==> config.mk <==
export PLATFORM = sky130hd
export DESIGN_NAME = shift_add_mult_ctrl
export DESIGN_NICKNAME = d
export VERILOG_FILES = /design/src/rtl/shift_add_mult_ctrl.sv
export SDC_FILE = /design/constraint.sdc
export NUM_CORES = 1
export LEC_CHECK = 0
export ABC_AREA = 0
export CAP_MARGIN = 20
export CORE_ASPECT_RATIO = 1.75
export CORE_MARGIN = 2
export CORE_UTILIZATION = 30
export CTS_CLUSTER_DIAMETER = 60
export DETAILED_ROUTE_END_ITERATION = 16
export GPL_TIMING_DRIVEN = 0
export MAX_ROUTING_LAYER = met4
export REMOVE_ABC_BUFFERS = 1
export SKIP_CTS_REPAIR_TIMING = 1
export SYNTH_ARGS = -nofsm -noshare
export SYNTH_HDL_FRONTEND = slang
export SYNTH_SLANG_ARGS = --single-unit
==> constraint.sdc <==
create_clock -name clk -period 8.8 [get_ports clk]
set_input_delay 0.88 -clock clk [delete_from_list [all_inputs] [get_ports clk]]
set_output_delay 0.88 -clock clk [all_outputs]
set_load 0.02 [all_outputs]
==> src/rtl/shift_add_mult_ctrl.sv <==
// rtl/shift_add_mult_ctrl.sv - iterative shift-add unsigned multiplier with valid/ready handshakes
module shift_add_mult_ctrl #(
    parameter int WIDTH = 16,
    parameter int CNT_W = $clog2(WIDTH)
) (
    input  logic               clk,
    input  logic               rst_n,
    input  logic               in_valid,
    output logic               in_ready,
    input  logic [WIDTH-1:0]   A,
    input  logic [WIDTH-1:0]   B,
    input  logic               abort,
    output logic               out_valid,
    input  logic               out_ready,
    output logic [2*WIDTH-1:0] P,
    output logic               busy
);

    typedef enum logic [1:0] {IDLE = 2'd0, CALC = 2'd1, DONE = 2'd2} state_t;

    state_t             state, state_nxt;
    logic [WIDTH-1:0]   mcand, mplier;
    logic [2*WIDTH-1:0] acc, acc_nxt, p_reg;
    logic [CNT_W-1:0]   cnt;
    logic [WIDTH-1:0]   addend, sum;
    logic               carry;

    function automatic logic [1:0] fa(input logic a, input logic b, input logic ci);
        fa = {(a & b) | (ci & (a ^ b)), a ^ b ^ ci};
    endfunction

    // One WIDTH-bit ripple chain of FA cells, reused on every iteration
    always_comb begin
        logic c;
        addend = mplier[0] ? mcand : '0;
        sum    = '0;
        c      = 1'b0;
        for (int i = 0; i < WIDTH; i++) begin
            {c, sum[i]} = fa(acc[WIDTH+i], addend[i], c);
        end
        carry   = c;
        acc_nxt = {carry, sum, acc[WIDTH-1:1]};
    end

    always_ff @(posedge clk or negedge rst_n) begin
        if (!rst_n) begin
            state <= IDLE;
        end else begin
            state <= state_nxt;
        end
    end

    always_comb begin
        state_nxt = state;
        case (state)
            IDLE: if (in_valid) state_nxt = CALC;
            CALC: begin
                if (abort)            state_nxt = IDLE;
                else if (cnt == '0)   state_nxt = DONE;
            end
            DONE: if (abort || out_ready) state_nxt = IDLE;
            default: state_nxt = IDLE;
        endcase
    end

    always_comb begin
        in_ready  = (state == IDLE);
        out_valid = (state == DONE);
        busy      = (state != IDLE);
        P         = p_reg;
    end

    // P is only loaded on the final iteration, so an abort leaves the previous product visible
    always_ff @(posedge clk or negedge rst_n) begin
        if (!rst_n) begin
            mcand  <= '0;
            mplier <= '0;
            acc    <= '0;
            cnt    <= '0;
            p_reg  <= '0;
        end else begin
            if (state == IDLE && in_valid) begin
                mcand  <= A;
                mplier <= B;
                acc    <= '0;
                cnt    <= CNT_W'(WIDTH - 1);
            end else if (state == CALC && !abort) begin
                acc    <= acc_nxt;
                mplier <= mplier >> 1;
                cnt    <= cnt - 1'b1;
                if (cnt == '0) p_reg <= acc_nxt;
            end
        end
    end

endmodule

==> results, run 1 <==
- The CTS tree is built.
- The clock slew seen by the registers of the worst setup and hold paths is 70 ps.
- For this run, global-route usage on met1 was measured as 15.09%.
- The number of top-level pins is 72.
- The number of inserted filler cells in the final layout is 1392.
- The worst setup margin is 1269 ps.
- The highest clock frequency the design can meet is 132.8 MHz.
- The die height is 163.7 um.
- The setup path with the least slack is of type register to register.
- The floorplan step defined a core boundary enclosing 14300 um^2.
- The critical path goes through and2_1 > ha_1 > inv_1 > fa_1 > fa_1 > fa_1 > fa_1 > fa_1 > fa_1 > fa_1 > fa_1 > fa_1 > fa_1 > fa_1 > fa_1 > fa_1 > fa_1 > fa_1 > o2bb2ai_1.
- The count of nets left with antenna violations once routing finished came out at 0.
- The initial utilization of the core area, before any placement, comes to 30.57%.
- The critical path data arrival time is 7730 ps.
- The minimum clock period is 7531 ps.
- The die covers 15590 um^2.
- The part of the cycle the worst path needs is 85.58%.
- During placement, the flow inserted port buffers numbering 71.
- For the worst setup path, the data required time is 9000 ps.
- OpenSTA, run right after detailed placement, puts the worst setup slack at 1208 ps.
- Setup repair after global routing left no endpoint under its margin.
- Dividing total power by cell area gives a power density of 219.5 nW/um^2.
- At the pin with the least slew margin, the transition time is 871.5 ps.
- The area growth from synthesis to layout is 29.12%.
- In this run the worst hold path is classified as register to register.
- The flow ran to the end, and the final reports show no timing, DRC or antenna violations.
- Including well taps, the total number of placed cells is 611.
- The share of cells above drive strength 1 is 6.935%.
- The most congested layer reported by global routing is met2.
- For this design the static power due to leakage is 2.669 nW.
- The number of library cell types mapped by synthesis is 32.
- The mapped netlist covers 4370 um^2.
- In this run, synthesis inferred 0 flip-flops with an integrated enable.
- Before antenna repair, the detailed router went through 4 iterations.
- The worst setup path is captured at a register.
- Among all flip-flop cells after synthesis, the most frequent one is dfrtp_1.
- After synthesis the netlist holds a flip-flop and latch count of 101.
- Broken down by cell family, the worst path's largest delay share belongs to adder cells.
- The post-detailed-routing wire length is 9.292 mm.
- Hold timing on the final database bottoms out at a slack of 472.8 ps.
- In this run the mean area of a mapped cell was 11.56 um^2.
- For this run, global-route usage on met3 was measured as 2.214%.
- The routed layout has 2927 vias.
- CTS saw 101 sinks.
- The total CTS buffers is 9.
- The finished cells cover 5643 um^2.
- The largest net degree at the start of global routing is 54.
- Yosys attributes the largest share of cell area to dfrtp_1, nand2_1, fa_1.
- For met2 alone, demand over resource in global routing was 23.14%.
- The initial antenna violation count was 0.
- After detailed routing, the number of vias per cell comes to 4.668.
- The final total negative setup slack is 0 ps.
- The synthesized instance count is 378.
- The repair_antennas step left the layout with diodes totalling 0.
- In this run the clock root is driven by a clkbuf_16.
- The via count of the first global-routing pass is 3127.
- The setup clock skew after layout is 9.554 ps.
- The number of cell rows is 58.
- The source-to-sink clock delay at the later pin of the worst-skew pair is 340 ps.
- The number of slew-limit violations in the final report is 0.
- Once detailed placement completed, the half-perimeter wirelength came to 6.453 mm.
- The horizontal die dimension is 95.24 um.
- The delay contributed by the slowest stage of the critical path is 780 ps.
- The number of buffer and inverter stages on the critical path is 1.
- The routability congestion estimate is 0.6991.
- The total design power is 1.239 mW.
- In the final routed layout, each cell accounts on average for 14.82 um.
- The number of levels in the clock H-tree is 3.
- The critical-path maximum fanout is 17.
- The sequential-to-total area share from yosys stat is 57.83%.
- The number of hold violations in the final report was 0.
- The cell accounting for the most synthesized area is dfrtp_1.
- IR analysis of the VDD net gives a maximum drop of 0.08987 mV.
- Max-cap violations in this run came to 0.
- The max-slew headroom at the worst pin is 41.76%.
- The placed instances occupy a cell area of 5310 um^2.
- The final global-route overflow total is 0.
- No sink is reached through more buffers than the 2 on the longest clock path.
- The starting DRC count in detailed routing is 118.
- The net count reported at finish is 496.
- The wire length of the first global-routing pass is 15.52 mm.
- The total of endpoints with negative setup slack in the final report is 0.
- The DRC violations left is 0.
- The dominant cell type by count on the critical path is fa_1.
- The count of yosys warnings during synthesis is 0.
- The top-area cell type share of the netlist area is 57.83%.
- The largest individual stage delay along the critical path comes from the cell dfrtp_1.
- For this run, the total global-route usage over all layers was measured as 13.28%.
- STA classifies the critical path startpoint as a register.
- The share of async-settable or async-resettable flops after synthesis is 100.0%.
- The final non-filler cell total is 627.
- Cells fill 39.47% of the core in the end.
-- worst register-to-register path: stages (launching register included) --
cell and delay (ps):
dfrtp_1 780, and2_1 230, ha_1 130, inv_1 40, fa_1 380, fa_1 400
fa_1 400, fa_1 390, fa_1 390, fa_1 400, fa_1 410, fa_1 400
fa_1 400, fa_1 410, fa_1 430, fa_1 420, fa_1 390, fa_1 390
fa_1 530, o2bb2ai_1 70
-- final timing paths --
check / depth (start not counted) / slack (ps) / startpoint / endpoint
max in group asynchronous: 2 / 7530 / rst_n / acc[21]
worst min register to register: 2 / 470 / mcand[7] / mcand[7]
worst min-delay path: 2 / 470 / mcand[7] / mcand[7]
worst max register to register: 19 / 1270 / mplier[0] / acc[30]
min in group asynchronous: 1 / 580 / rst_n / P[10]
worst max-delay path: 19 / 1270 / mplier[0] / acc[30]
-- synth_stat cells (all sizes together), types with 3 or more instances --
cell type	count
inv	35
mux2i	16
mux2	16
nor2	9
nor3b	3
nand2	81
a22o	17
a21oi	13
a22oi	8
buf	19
clkbuf	4
dfrtp	101
fa	15
nand3	9
o2bb2ai	16
-- cell families (layout without fill, tap and decap cells) --
family	Yosys count	after routing	share of synthesized area, %
AO/OA/AOI/OAI	60	60	10.34
adder cells (fa/ha/maj)	17	17	7.443
buffers and inverters	58	127	5.726
flip-flops	101	101	57.83
multiplexers	32	32	7.787
AND/OR/NAND/NOR	110	110	10.88
-- final cells by class --
type | count | area [um^2] | area share (%)
multi-input cells | 219 | 1613 | 28.58
flip-flops and latches | 101 | 2527 | 44.79
well taps | 180 | 225.2 | 3.991
clock inverters | 6 | 93.84 | 1.663
inverters | 35 | 131.4 | 2.328
repair buffers | 76 | 813.3 | 14.41
clock buffers | 10 | 239.0 | 4.235
-- routing by layer --
| layer | part of all wire, % | vias up | wire (um) |
|---|---|---|---|
| li1 | - | 1379 | - |
| met1 | 40 | 1484 | 3730 |
| met2 | 55 | 54 | 5139 |
| met3 | 3.1 | 10 | 288 |
| met4 | 1.4 | 0 | 133 |
| met5 | 0 | - | 0 |
-- power breakdown --
part | internal, mW | switching [mW]
Combinational | 0.101 | 0.126
Clock | 0.260 | 0.178
Sequential | 0.529 | 0.0450
Total | 0.889 | 0.350
-- cell usage in the layout, fill, tap and decap left out, types with 8 or more instances in the layout --
cell,synthesis,layout
mux2i_1,16,16
clkdlybuf4s50_1,0,70
nand3_1,9,9
mux2_1,14,14
fa_1,15,15
inv_1,35,35
clkbuf_16,0,9
a22oi_1,8,8
nand2_1,81,80
a21oi_1,13,13
nor2_1,8,8
dfrtp_1,101,101
a22o_1,17,17
o2bb2ai_1,16,16
-- sequential cells by signal (all words and copies together), names as in the netlist --
register / cells
state: 2
P: 32
acc: 31
cnt: 4
mplier: 16
mcand: 16
Power figures use the tool's default switching activity.
==> run 2: changes to the inputs <==
--- a/config.mk
+++ b/config.mk
@@ -11,5 +11,4 @@
 export CORE_MARGIN = 2
 export CORE_UTILIZATION = 30
-export CTS_CLUSTER_DIAMETER = 60
 export DETAILED_ROUTE_END_ITERATION = 16
 export GPL_TIMING_DRIVEN = 0
==> constraint.sdc (replaced) <==
create_clock -name clk -period 8.8 [get_ports clk]
set_input_delay 0.88 -clock clk [delete_from_list [all_inputs] [get_ports clk]]
set_output_delay 0.88 -clock clk [all_outputs]
set_load 0.01 [all_outputs]
==> results of run 2 <==
Same layout as run 1 (identical final DEF). Status: completed.
Among the figures that moved: total power 1.239 mW -> 1.236 mW
==> patch 1 (config.mk and constraints of run 2) <==
Set the parameter `WIDTH` to 32 (it was 16).
--- a/src/rtl/shift_add_mult_ctrl.sv
+++ b/src/rtl/shift_add_mult_ctrl.sv
@@ -2,3 +2,3 @@
 module shift_add_mult_ctrl #(
-    parameter int WIDTH = 16,
+    parameter int WIDTH = 32,
     parameter int CNT_W = $clog2(WIDTH)
Interface: changed (resized A, B and P); port bits go from 72 to 136. The function was not compared with the original's and may differ.
==> patch 1 against run 2 <==
- worst setup slack worse by 4.5 ns
- highest routed layer unchanged
- first-iteration DRC count up 110%
- core utilization up 0.48 points
- final area up 99%
- non-clock buffer count up 80
- sequential cell count up 97
- routed wire length up 110%
- final cell count up 100%
- critical endpoint is now acc[62]$_DFFE_PN0P_
- the flow now finishes with violations (setup timing)
- total power up 100%
- area after synthesis up 96%
- largest cell class unchanged
- combinational power rose to 2.6 times the old value
==> patch 1: results (changes against run 2) <==
* Met3 usage at 0.02383 (+0.001685)
* Setup skew after layout at 0.01550 ns (+0.005950 ns)
* Reg power frac at 0.452 (-0.012)
* H-tree depth at 4 (+1)
* M2 GR Usage at 0.2442 (+0.01278)
* First-pass GRT wire length at 32.63 mm (+110%)
* Cts bufs inserted at 17 (+8)
* Post-synthesis sequential area ratio at 0.5784 (about the same)
* Largest net degree at the start of global routing at 110 (+100%)
* Outcome: finished, violations left
* Crit-path max FO at 4 (-13)
* Routed met3 length at 523 um (+82%)
* Final WS setup at -3.264 ns (-4.533 ns)
* Vias at 5,913 (+100%)
* Share of cells above drive strength 1 at 0.1568 (+0.08749)
* Wire length on met1 at 8.275 mm (+120%)
* Max VDD drop at 0.1368 mV (+52%)
* Comb pwr share at 0.231 (+0.049)
* Via-to-Cell Ratio at 4.649 (-0.42%)
* Final net count at 989 (+99%)
* 1st-iter DRT viols at 245 (+110%)
* Leakage at 4.976 nW (+86%)
* # port buffers at 135 (+90%)
* Top cells by count, synth: 198 x dfrtp_1, 161 x nand2_1, 66 x o21ai_0
* Number of placed instances, taps included at 1,235 (+100%)
* Failing checks: setup timing
* Worst-margin pin slew at 0.9215 ns (+0.05003 ns)
* Sw Pwr at 765.8 uW (+120%)
* Final setup violation count at 22 (+22)
* Global-route track usage on met1 at 0.1671 (+0.01625)
* Max incr delay on CP at 0.51 ns (-0.27 ns)
[patch 1: cell types whose count changed after synthesis, sizes merged, moves of 7 or more]
cell | before | now
dfrtp | 101 | 198
nand2 | 81 | 161
o21ai | 2 | 66
a21oi | 13 | 63
clkbuf | 4 | 47
nor2 | 9 | 35
fa | 15 | 31
mux2 | 16 | 32
a22o | 17 | 32
mux2i | 16 | 1
o2bb2ai | 16 | 31
buf | 19 | 8
a22oi | 8 | 1
[patch 1: kinds of logic after synthesis]
kind of cell	Yosys count	share of synthesized area
AOI/OAI and AO/OA	196	0.1434
adders and majority gates	34	0.07682
buffers and inverters	91	0.04600
DFF	198	0.5784
muxes	33	0.05550
and+or+nand+nor	214	0.09990
[patch 1: path summary, 6_finish.rpt]
| check | from | to | slack [ns] | cells after the start |
|---|---|---|---|---|
| min in group asynchronous | rst_n | mcand[30]$_DFFE_PN0P_ | 0.49 | 1 |
| max in group asynchronous | rst_n | acc[8]$_DFFE_PN0P_ | 7.34 | 2 |
| worst min register to register | mcand[22]$_DFFE_PN0P_ | mcand[22]$_DFFE_PN0P_ | 0.47 | 2 |
| worst max-delay path | mplier[0]$_DFFE_PN0P_ | acc[62]$_DFFE_PN0P_ | -3.26 | 36 |
| worst max register to register | mplier[0]$_DFFE_PN0P_ | acc[62]$_DFFE_PN0P_ | -3.26 | 36 |
| worst min-delay path | mcand[22]$_DFFE_PN0P_ | mcand[22]$_DFFE_PN0P_ | 0.47 | 2 |
[patch 1: cell type report]
class	instances	area (um2)	share of cell area
Clock inverter	11	111.4	0.009928
Tap cell	373	466.7	0.04161
Clock buffer	21	480.5	0.04283
Multi-Input combinational cell	477	3410	0.3040
Inverter	36	135.1	0.01205
Sequential cell	198	4959	0.4421
Timing Repair Buffer	156	1655	0.1476
==> patch 2 (settings of run 2) <==
Without the edit above. Encoding of `state_t`: now one-hot (3 bits for 3 states).
--- a/src/rtl/shift_add_mult_ctrl.sv
+++ b/src/rtl/shift_add_mult_ctrl.sv
@@ -18,3 +18,3 @@
 
-    typedef enum logic [1:0] {IDLE = 2'd0, CALC = 2'd1, DONE = 2'd2} state_t;
+    typedef enum logic [2:0] {IDLE = 3'b001, CALC = 3'b010, DONE = 3'b100} state_t;
 
Behaviour: no difference found for any inputs over 10 cycles, from zero or initial values and one cycle with rst_n low; not proved beyond that.
==> patch 2 against run 2 <==
- worst setup slack gained 0.093 ns
- sequential share of layout area grew 0.097 points
- first-iteration DRC count shrank 21%
- critical path depth is the same
- area after synthesis grew 1.1%
- sequential cell count grew 1
- final area grew 0.82%
- routed wire length shrank 1.5%
- synthesized cell count shrank 12%
- non-clock buffer count grew 4
- total power grew 3.1%
==> patch 2: results (changes against run 2) <==
* Fill cell count at 1,403 (+0.79%)
* Worst-margin pin slew at 0.8850 ns (+0.01353 ns)
* Multi-In Gates at 186 (-15%)
* Pre-antenna DRT Iters at 5 (+1)
* Inverters at 19 (-46%)
* Post-synthesis compound-gate area fraction at 0.1725 (+0.06917)
* Top cells by count, synth: 101 x dfrtp_1, 31 x a22o_1, 30 x o21ai_0
* Buffers, non-clock at 80 (+5.3%)
* Vias at 2,783 (-4.9%)
* 1st-iter DRT viols at 93 (-21%)
* Share of cells above drive strength 1 at 0.1613 (+0.09194)
* Post-synthesis mux area share at 0.09348 (+0.01561)
* Non-Filler Instances at 583 (-7.0%)
* Synth Area in Adders at 0.07365 (-0.0007802)
* GPL Wtd Cong at 0.7510 (+7.4%)
* Hold-critical path endpoint: mplier[11]$_DFFE_PN0P_
* Vias in the first global route at 2,906 (-7.1%)
* Largest net degree at the start of global routing at 62 (+15%)
* Num Clock Sinks at 102 (+0.99%)
* Sw Pwr at 360.0 uW (+3.7%)
* Pre-CTS setup slack at 1.348 ns (+0.1400 ns)
* Yosys warning total at 0 (unchanged)
* Mapped Avg Cell Area at 13.30 um2 (+15%)
* Initial antenna violation count at 0 (unchanged)
* Outcome: complete, no violations
* First-pass GRT wire length at 15.31 mm (-1.3%)
* GRT Total Usage at 0.1310 (-0.001805)
* Max VDD drop at 0.1030 mV (+15%)
* Number of placed instances, taps included at 566 (-7.4%)
* Post-synthesis sequential area ratio at 0.5782 (about the same)
* Clk_lat worst skew at 0.34 ns (about the same)
* Clock buffers and inverters, area share at 0.05146 (-0.007518)
* Area of the multi-input gates at 1699 um2 (+5.4%)
* Unique masters post-synth at 40 (+25%)
* Worst hold start: mplier[11]$_DFFE_PN0P_
* Area contributors post-synth: dfrtp_1 57%, fa_1 6.8%, a22o_1 6.1%, mux2_4 4.8%, mux2_2 4.6%
* WP data arrival at 7.63 ns (-0.10 ns)
* Leakage at 2.506 nW (-6.1%)
* Final net count at 452 (-8.9%)
* Post-DP HPWL at 6.307 mm (-2.3%)
* Worst Hold Depth at 1 (-1)
* Storage cell area at 2554 um2 (+1.0%)
* Routed length per placed instance at 15.70 um (+5.9%)
* Clock transition at path regs at 0.07 ns (about the same)
* NonClk Buf Share at 0.1489 (+0.004765)
[patch 2: cell count changes after synthesis, moves of 16 or more]
cell / change
mux2_2: +16
o21ai_0: +28
buf_2: -16
inv_1: -16
nand2_1: -66
mux2i_1: -16
a21o_1: +16
[patch 2: per-stage QoR]
| step | TNS [ns] | instance area (um2) | hold WS [ns] |
|---|---|---|---|
| 6_report | 0 | 5689 | 0.4769 |
| 2_1_floorplan | 0 | 4295 | 0.4496 |
| 3_3_place_gp | -134.99 | 5231 | 0.4603 |
| 3_5_place_dp | 0 | 5369 | 0.4652 |
| 4_1_cts | 0 | 5662 | 0.4801 |
| 5_1_grt | 0 | 5689 | 0.4938 |
[patch 2: worst max-delay path by stage]
stage / endpoint / slack, ns / cells past startpoint
after global routing: P[30]$_DFFE_PN0P_ / 1.06 / 19
after floorplan: P[30]$_DFFE_PN0P_ / 1.88 / 19
after global placement: mplier[15]$_DFFE_PN0P_ / -2.83 / 4
final: P[30]$_DFFE_PN0P_ / 1.36 / 19
after CTS: P[30]$_DFFE_PN0P_ / 1.28 / 19
after detailed placement: P[30]$_DFFE_PN0P_ / 1.35 / 19
[patch 2: power groups by stage]
stage	sequential [mW]	combinational, mW	clock [mW]
4_1_cts	0.613	0.274	0.408
2_1_floorplan	0.601	0.183	0
5_1_grt	0.626	0.306	0.424
6_report	0.612	0.269	0.394
3_3_place_gp	0.618	0.249	0
3_5_place_dp	0.622	0.272	0
[patch 2: metal layers]
metal	vias to the layer above	GRT usage	part of all wire
li1	1308	-	-
met1	1420	0.1634	0.43
met2	46	0.2107	0.53
met3	9	0.02053	0.026
met4	0	0.05455	0.018
met5	-	-	0
